**config.mk**
```make
export PLATFORM = sky130hd
export DESIGN_NAME = inst_mem_arbiter_flat
export DESIGN_NICKNAME = d
export VERILOG_FILES = /design/src/rtl/inst_mem_arbiter_pkg.sv /design/src/rtl/inst_mem_arbiter_if.sv /design/src/rtl/inst_mem_arbiter.sv /design/src/flat_wrapper.sv
export SDC_FILE = /design/constraint.sdc
export NUM_CORES = 1
export LEC_CHECK = 0
export CAP_MARGIN = 20
export CORE_AREA = 2 2 96 98
export CTS_CLUSTER_SIZE = 12
export DETAILED_ROUTE_END_ITERATION = 8
export DIE_AREA = 0 0 98 100
export SLEW_MARGIN = 20
export SYNTH_ARGS = -nofsm -noshare
export SYNTH_HDL_FRONTEND = slang
export SYNTH_SLANG_ARGS = --single-unit
```
**constraint.sdc**
```tcl
create_clock -name clk -period 2.8 [get_ports clk]
set_input_delay 0.42 -clock clk [delete_from_list [all_inputs] [get_ports clk]]
set_output_delay 0.42 -clock clk [all_outputs]
set_load 0.03 [all_outputs]
```
**src/rtl/inst_mem_arbiter_pkg.sv**
```systemverilog
// Shared definitions for the instruction-memory arbiter: bus widths, memory size,
// response-owner encoding and the address range check.
package inst_mem_arbiter_pkg;

    localparam int unsigned INST_ADDR_BUS_W   = 32;
    localparam int unsigned INST_BUS_W        = 32;
    localparam int unsigned INST_MEM_NUM_LOG2 = 12;
    localparam logic [INST_BUS_W-1:0] ZERO_WORD = '0;

    typedef enum logic [1:0] {
        RSP_NONE  = 2'd0,
        RSP_FETCH = 2'd1,
        RSP_LOAD  = 2'd2
    } rsp_e;

    // Any address bit above the word-address field marks the access out of range.
    function automatic logic addr_oor(input logic [INST_ADDR_BUS_W-1:0] addr,
                                      input int unsigned                aw);
        return (addr >> (aw + 2)) != '0;
    endfunction

endpackage

```
**src/rtl/inst_mem_arbiter_if.sv**
```systemverilog
// Fetch, loader and memory-side signals of the instruction-memory arbiter.
// The slave modport is the arbiter's view; master is the requesters/RAM view.
interface inst_mem_arbiter_if
    import inst_mem_arbiter_pkg::*;
#(
    parameter int unsigned ADDR_W = INST_MEM_NUM_LOG2
);
    logic                       fetch_req_i;
    logic [INST_ADDR_BUS_W-1:0] fetch_addr_i;
    logic                       fetch_flush_i;
    logic                       fetch_gnt_o;
    logic                       fetch_rvalid_o;
    logic [INST_BUS_W-1:0]      fetch_rdata_o;
    logic                       fetch_err_o;

    logic                       ld_req_i;
    logic                       ld_we_i;
    logic [INST_ADDR_BUS_W-1:0] ld_addr_i;
    logic [INST_BUS_W-1:0]      ld_wdata_i;
    logic                       ld_gnt_o;
    logic                       ld_rvalid_o;
    logic [INST_BUS_W-1:0]      ld_rdata_o;
    logic                       ld_err_o;

    logic                       mem_ce_o;
    logic                       mem_we_o;
    logic [ADDR_W-1:0]          mem_addr_o;
    logic [INST_BUS_W-1:0]      mem_wdata_o;
    logic [INST_BUS_W-1:0]      mem_rdata_i;

    modport slave (
        input  fetch_req_i, fetch_addr_i, fetch_flush_i,
        output fetch_gnt_o, fetch_rvalid_o, fetch_rdata_o, fetch_err_o,
        input  ld_req_i, ld_we_i, ld_addr_i, ld_wdata_i,
        output ld_gnt_o, ld_rvalid_o, ld_rdata_o, ld_err_o,
        output mem_ce_o, mem_we_o, mem_addr_o, mem_wdata_o,
        input  mem_rdata_i
    );

    modport master (
        output fetch_req_i, fetch_addr_i, fetch_flush_i,
        input  fetch_gnt_o, fetch_rvalid_o, fetch_rdata_o, fetch_err_o,
        output ld_req_i, ld_we_i, ld_addr_i, ld_wdata_i,
        input  ld_gnt_o, ld_rvalid_o, ld_rdata_o, ld_err_o,
        input  mem_ce_o, mem_we_o, mem_addr_o, mem_wdata_o,
        output mem_rdata_i
    );

endinterface

```
**src/rtl/inst_mem_arbiter.sv**
```systemverilog
// Shares the single-port instruction RAM between core fetch and the program loader.
// Loader has priority; a starvation counter forces a fetch grant after STARVE_MAX loader wins.
module inst_mem_arbiter
    import inst_mem_arbiter_pkg::*;
#(
    parameter int unsigned ADDR_W     = INST_MEM_NUM_LOG2,
    parameter int unsigned STARVE_MAX = 4
) (
    input  logic                clk,
    input  logic                rst,
    inst_mem_arbiter_if.slave   bus
);

    localparam logic [3:0] STARVE_LIM = 4'(STARVE_MAX);

    rsp_e       r_rsp;
    logic       r_err;
    logic       r_ld_we;
    logic [3:0] r_starve_cnt;

    rsp_e       w_rsp_nxt;
    logic       w_err_nxt;
    logic       w_ld_we_nxt;
    logic [3:0] w_starve_nxt;

    logic w_fetch_live;
    logic w_force_fetch;
    logic w_fetch_gnt;
    logic w_ld_gnt;
    logic w_fetch_oor;
    logic w_ld_oor;

    assign w_fetch_live  = bus.fetch_req_i & ~bus.fetch_flush_i;
    assign w_force_fetch = w_fetch_live & (r_starve_cnt == STARVE_LIM);
    assign w_ld_gnt      = ~rst & bus.ld_req_i & ~w_force_fetch;
    assign w_fetch_gnt   = ~rst & w_fetch_live & (~bus.ld_req_i | w_force_fetch);
    assign w_fetch_oor   = addr_oor(bus.fetch_addr_i, ADDR_W);
    assign w_ld_oor      = addr_oor(bus.ld_addr_i, ADDR_W);

    // State register
    always_ff @(posedge clk) begin
        if (rst) begin
            r_rsp        <= RSP_NONE;
            r_err        <= 1'b0;
            r_ld_we      <= 1'b0;
            r_starve_cnt <= '0;
        end else begin
            r_rsp        <= w_rsp_nxt;
            r_err        <= w_err_nxt;
            r_ld_we      <= w_ld_we_nxt;
            r_starve_cnt <= w_starve_nxt;
        end
    end

    // Next state: response owner follows this cycle's grant; starvation counter
    always_comb begin
        w_rsp_nxt    = RSP_NONE;
        w_err_nxt    = 1'b0;
        w_ld_we_nxt  = 1'b0;
        w_starve_nxt = r_starve_cnt;

        if (w_ld_gnt) begin
            w_rsp_nxt   = RSP_LOAD;
            w_err_nxt   = w_ld_oor;
            w_ld_we_nxt = bus.ld_we_i;
        end else if (w_fetch_gnt) begin
            w_rsp_nxt   = RSP_FETCH;
            w_err_nxt   = w_fetch_oor;
        end

        if (w_fetch_gnt || !w_fetch_live) begin
            w_starve_nxt = '0;
        end else if (w_ld_gnt && (r_starve_cnt != STARVE_LIM)) begin
            w_starve_nxt = r_starve_cnt + 4'd1;
        end
    end

    // Outputs: grants, memory drive, and one-cycle responses (gated by rst so a
    // response pending at reset never appears)
    always_comb begin
        bus.fetch_gnt_o    = w_fetch_gnt;
        bus.ld_gnt_o       = w_ld_gnt;

        bus.mem_ce_o       = 1'b0;
        bus.mem_we_o       = 1'b0;
        bus.mem_addr_o     = '0;
        bus.mem_wdata_o    = '0;

        bus.fetch_rvalid_o = 1'b0;
        bus.fetch_rdata_o  = ZERO_WORD;
        bus.fetch_err_o    = 1'b0;
        bus.ld_rvalid_o    = 1'b0;
        bus.ld_rdata_o     = ZERO_WORD;
        bus.ld_err_o       = 1'b0;

        if (w_ld_gnt && !w_ld_oor) begin
            bus.mem_ce_o    = 1'b1;
            bus.mem_we_o    = bus.ld_we_i;
            bus.mem_addr_o  = bus.ld_addr_i[ADDR_W+1:2];
            bus.mem_wdata_o = bus.ld_wdata_i;
        end else if (w_fetch_gnt && !w_fetch_oor) begin
            bus.mem_ce_o    = 1'b1;
            bus.mem_addr_o  = bus.fetch_addr_i[ADDR_W+1:2];
        end

        if (!rst) begin
            case (r_rsp)
                RSP_FETCH: begin
                    if (!bus.fetch_flush_i) begin
                        bus.fetch_rvalid_o = 1'b1;
                        bus.fetch_err_o    = r_err;
                        bus.fetch_rdata_o  = r_err ? ZERO_WORD : bus.mem_rdata_i;
                    end
                end
                RSP_LOAD: begin
                    bus.ld_rvalid_o = 1'b1;
                    bus.ld_err_o    = r_err;
                    bus.ld_rdata_o  = (r_err || r_ld_we) ? ZERO_WORD : bus.mem_rdata_i;
                end
                default: ;
            endcase
        end
    end

    a_one_grant: assert property (@(posedge clk) !(bus.fetch_gnt_o && bus.ld_gnt_o));
    a_we_has_ce: assert property (@(posedge clk) bus.mem_we_o |-> bus.mem_ce_o);

endmodule

```
**src/flat_wrapper.sv**
```systemverilog
// flat-port wrapper written by rule: the top's interface ports become plain ports
module inst_mem_arbiter_flat import inst_mem_arbiter_pkg::*;
#(
    parameter int unsigned ADDR_W     = INST_MEM_NUM_LOG2,
    parameter int unsigned STARVE_MAX = 4
)
  (clk, rst, bus_fetch_req_i, bus_fetch_addr_i, bus_fetch_flush_i, bus_fetch_gnt_o, bus_fetch_rvalid_o, bus_fetch_rdata_o, bus_fetch_err_o, bus_ld_req_i, bus_ld_we_i, bus_ld_addr_i, bus_ld_wdata_i, bus_ld_gnt_o, bus_ld_rvalid_o, bus_ld_rdata_o, bus_ld_err_o, bus_mem_ce_o, bus_mem_we_o, bus_mem_addr_o, bus_mem_wdata_o, bus_mem_rdata_i);
  inst_mem_arbiter_if #(.ADDR_W(ADDR_W)) bus_i ();
  input  logic clk;
  input  logic rst;
  input wire logic [$bits(bus_i.fetch_req_i)-1:0] bus_fetch_req_i;
  input wire logic [$bits(bus_i.fetch_addr_i)-1:0] bus_fetch_addr_i;
  input wire logic [$bits(bus_i.fetch_flush_i)-1:0] bus_fetch_flush_i;
  output wire logic [$bits(bus_i.fetch_gnt_o)-1:0] bus_fetch_gnt_o;
  output wire logic [$bits(bus_i.fetch_rvalid_o)-1:0] bus_fetch_rvalid_o;
  output wire logic [$bits(bus_i.fetch_rdata_o)-1:0] bus_fetch_rdata_o;
  output wire logic [$bits(bus_i.fetch_err_o)-1:0] bus_fetch_err_o;
  input wire logic [$bits(bus_i.ld_req_i)-1:0] bus_ld_req_i;
  input wire logic [$bits(bus_i.ld_we_i)-1:0] bus_ld_we_i;
  input wire logic [$bits(bus_i.ld_addr_i)-1:0] bus_ld_addr_i;
  input wire logic [$bits(bus_i.ld_wdata_i)-1:0] bus_ld_wdata_i;
  output wire logic [$bits(bus_i.ld_gnt_o)-1:0] bus_ld_gnt_o;
  output wire logic [$bits(bus_i.ld_rvalid_o)-1:0] bus_ld_rvalid_o;
  output wire logic [$bits(bus_i.ld_rdata_o)-1:0] bus_ld_rdata_o;
  output wire logic [$bits(bus_i.ld_err_o)-1:0] bus_ld_err_o;
  output wire logic [$bits(bus_i.mem_ce_o)-1:0] bus_mem_ce_o;
  output wire logic [$bits(bus_i.mem_we_o)-1:0] bus_mem_we_o;
  output wire logic [$bits(bus_i.mem_addr_o)-1:0] bus_mem_addr_o;
  output wire logic [$bits(bus_i.mem_wdata_o)-1:0] bus_mem_wdata_o;
  input wire logic [$bits(bus_i.mem_rdata_i)-1:0] bus_mem_rdata_i;
  assign bus_i.fetch_req_i = bus_fetch_req_i;
  assign bus_i.fetch_addr_i = bus_fetch_addr_i;
  assign bus_i.fetch_flush_i = bus_fetch_flush_i;
  assign bus_fetch_gnt_o = bus_i.fetch_gnt_o;
  assign bus_fetch_rvalid_o = bus_i.fetch_rvalid_o;
  assign bus_fetch_rdata_o = bus_i.fetch_rdata_o;
  assign bus_fetch_err_o = bus_i.fetch_err_o;
  assign bus_i.ld_req_i = bus_ld_req_i;
  assign bus_i.ld_we_i = bus_ld_we_i;
  assign bus_i.ld_addr_i = bus_ld_addr_i;
  assign bus_i.ld_wdata_i = bus_ld_wdata_i;
  assign bus_ld_gnt_o = bus_i.ld_gnt_o;
  assign bus_ld_rvalid_o = bus_i.ld_rvalid_o;
  assign bus_ld_rdata_o = bus_i.ld_rdata_o;
  assign bus_ld_err_o = bus_i.ld_err_o;
  assign bus_mem_ce_o = bus_i.mem_ce_o;
  assign bus_mem_we_o = bus_i.mem_we_o;
  assign bus_mem_addr_o = bus_i.mem_addr_o;
  assign bus_mem_wdata_o = bus_i.mem_wdata_o;
  assign bus_i.mem_rdata_i = bus_mem_rdata_i;
  inst_mem_arbiter #(.ADDR_W(ADDR_W), .STARVE_MAX(STARVE_MAX)) u_core (.clk(clk), .rst(rst), .bus(bus_i));
endmodule
```
==> results.tsv <==
stage	metric	value	unit
status	status	finished clean	
timing	Period minus WS final	2.663	ns
worst_setup_path	crit-path most repeated cell	buf_12	
power	Pint	406.0	uW
placed_design	Port Buffers	245	
die	Die Wd	98	um
logic_synthesis	Netlist cell types	29	
min_path	worst hold path class	flip-flop to flip-flop	
timing	Hold Vio Cnt, Final	0	
placed_design	post-DP HPWL	6462	um
timing	Worst Tran Pin Value	0.4437	ns
worst_setup_path	Setup CP Type	primary input to output pin	
detailed_routing	Wirelength per Cell	13.57	um
logic_synthesis	dominant cell type by area after synthesis	and2_1	
worst_setup_path	CP max FO	45	
logic_synthesis	Synth Warn #	0	
worst_setup_path	CP Capture Type	output pin	
timing	Clock Skew	0.001993	ns
timing	Slew Viols, Final	0	
clock_tree	CTS tree	built	
clock_tree	clock slew seen by the registers of the worst setup and hold paths	0.04	ns
global_routing	Tot GR Track Use	0.1356	
timing	Worst slew margin	0.7035	
clock_tree	clk_lat worst skew	0.23	ns
clock_tree	TritonCTS buffer count	3	
worst_setup_path	Worst EP required	2.38	ns
logic_synthesis	synthesized area	1285	um2
detailed_routing	final WL	7192	um
global_routing	largest net degree at the start of global routing	46	
die	Placeable Area	8890	um2
clock_tree	clk sink count	8	
detailed_routing	vias per inst	4.125	
power	sequential fraction of design power	0.223	
logic_synthesis	share of async-settable or async-resettable flops after synthesis	0	
logic_synthesis	most common cell in the netlist	and2_1	
job	maxcap violations	0	
worst_setup_path	startpoint types	primary input	
logic_synthesis	Yosys reg bits	8	
die	Die Y	100	um
clock_tree	CTS H-tree lvls	1	
logic_synthesis	top cells by count, synth	99 x and2_1, 12 x a22o_1, 8 x dfxtp_1	
worst_setup_path	R2R depth	6	
die	Total Die Area	9800	um2
die	initial core utilization	0.1445	
detailed_routing	antenna-violating nets left	0	
timing	RSZ-0062 raised after global routing	false	
timing	final worst-path cycle share	0.9512	
die	Rows	35	
logic_synthesis	Synthesized Nets	312	
worst_setup_path	CP peak stage delay	0.43	ns
logic_synthesis	Synth top area share	0.4820	
final_layout	Antenna diodes	0	
min_path	worst hold path cell count	2	
detailed_routing	Via Count	2186	
clock_tree	clk root buf	clkbuf_8	
worst_setup_path	crit path cell chain	clkdlybuf4s50_1, nor4_2, nand4_1, nor4_4, buf_12, a22o_1, buf_12	
global_routing	initial antenna violation count	0	
final_layout	P&R area growth vs syn	194.8	%
logic_synthesis	synth top area cells	and2_1 48%, dfxtp_1 12%, a22o_1 8.2%, nor4_1 3.4%, a2111oi_4 2.1%	
global_routing	first-pass GRT wire length	10700	um
timing	TNS Setup	0	ns
final_layout	share of layout cells above drive strength 1	0.3174	
power	switching pwr	134.3	uW
power	Gate power share	0.511	
detailed_routing	Starting DRT DRC Count	36	
clock_tree	Max Buffers Root-to-Sink	2	
detailed_routing	drc violations	0	
logic_synthesis	post-synthesis sequential area ratio	0.1246	
timing	hold_ws	0.5346	ns
global_routing	vias in the first global route	2259	
power	Sw Ratio	0.2486	
die	I/O Pins	250	
clock_tree	Setup Fix Bufs, Post-CTS	0	
detailed_routing	number of iterations in the first detailed-routing pass	4	
worst_setup_path	arrival time worst endpoint	2.24	ns
worst_setup_path	Worst path slowest cell	clkdlybuf4s50_1	
logic_synthesis	Post-synth EDFFs	0	
placed_design	gpl congestion	0.7392	
global_routing	grt ovf	0	
timing	fmax	375.5	MHz
timing	# setup viols final	0	
final_layout	Final Core Density	0.4262	
power	Power per Cell Area	142.6	nW/um2
logic_synthesis	Main synth FF type	dfxtp_1	
logic_synthesis	Post-Syn Instances	176	
power	leakage	1.705	nW
logic_synthesis	synthesized area per cell	7.301	um2
power	Clock Power Share	0.266	
final_layout	Total Nets Final	557	
power	VDD IR max	0.1114	mV
-- path summary, 6_finish.rpt --
check | to | startpoint | slack, ns
max | bus_mem_addr_o[2] | bus_ld_addr_i[15] | 0.14
min | u_core.r_starve_cnt[3] | u_core.r_starve_cnt[3] | 0.53
max reg2reg | u_core.r_starve_cnt[1] | u_core.r_starve_cnt[0] | 1.03
min reg2reg | u_core.r_starve_cnt[3] | u_core.r_starve_cnt[3] | 0.53
-- cell usage in the layout, fill, tap and decap left out, drive strengths merged, types with 2 or more instances in the layout --
cell type	count
nand4	2
clkdlybuf4s50	133
buf	118
xnor2	2
clkbuf	3
ha	2
nor3b	3
a22o	12
nor2	7
dfxtp	8
nor4	8
a21oi	4
or3b	2
or4	2
inv	3
and2	99
-- worst max-delay path, delay by kind of cell --
family / cells / cell delay [ns]
compound gates: 1 / 0.21
buf+inv: 3 / 0.79
simple gates: 3 / 0.80
-- timing repair --
action | in CTS | in global routing
endpoints found under the setup margin | 0 | 7
resized for setup | 0 | 2
hold buffers | 0 | 0
-- power groups by stage --
stage / logic (mW) / registers (mW) / clock network [mW]
floorplan: 0.0555 / 0.122 / 0
global placement: 0.274 / 0.122 / 0
detailed placement: 0.278 / 0.123 / 0
CTS: 0.278 / 0.121 / 0.149
global route: 0.295 / 0.121 / 0.155
finish: 0.276 / 0.121 / 0.144
-- metrics by stage --
stage | std cells | instance area (um2) | setup WS (ns) | total power, mW
global placement | 527 | 3737 | 0.1117 | 0.3970
finish | 530 | 3789 | 0.1367 | 0.5403
global route | 530 | 3789 | 0.01853 | 0.5708
floorplan | 176 | 1291 | 0.1852 | 0.1771
CTS | 530 | 3779 | 0.06405 | 0.5476
detailed placement | 527 | 3737 | 0.07244 | 0.4003
-- cells by family (layout without fill, tap and decap cells) --
| group | count (synthesis) | in the layout | share of synthesized area |
|---|---|---|---|
| AO/OA/AOI/OAI | 20 | 20 | 0.1334 |
| AND/OR/NAND/NOR | 130 | 130 | 0.6592 |
| XOR/XNOR | 2 | 2 | 0.01363 |
| buffers and inverters | 14 | 257 | 0.04965 |
| flip-flops | 8 | 8 | 0.1246 |
| adder cells (fa/ha/maj) | 2 | 2 | 0.01947 |
-- area by class of cell --
cell class	instances	area [um2]
fill	904	5101
timing repair buffer	251	2359
multi-input combinational	154	1079
sequential	8	160.2
tap	111	138.9
clock buffer	3	41.29
inverter	3	11.26
-- metal layers --
metal,vias to the layer above,GRT usage,part of all wire
met5,-,0,0
met4,0,0.04167,0.013
met3,5,0.05153,0.13
met2,151,0.2729,0.54
met1,958,0.1249,0.32
li1,1072,-,-
-- sequential cells by signal, indices dropped and copies added, names as in the netlist --
signal               flops
u_core.r_err             1
u_core.r_ld_we           1
u_core.r_starve_cnt      4
u_core.r_rsp             2
No activity file was read; power rests on OpenSTA's default activity.
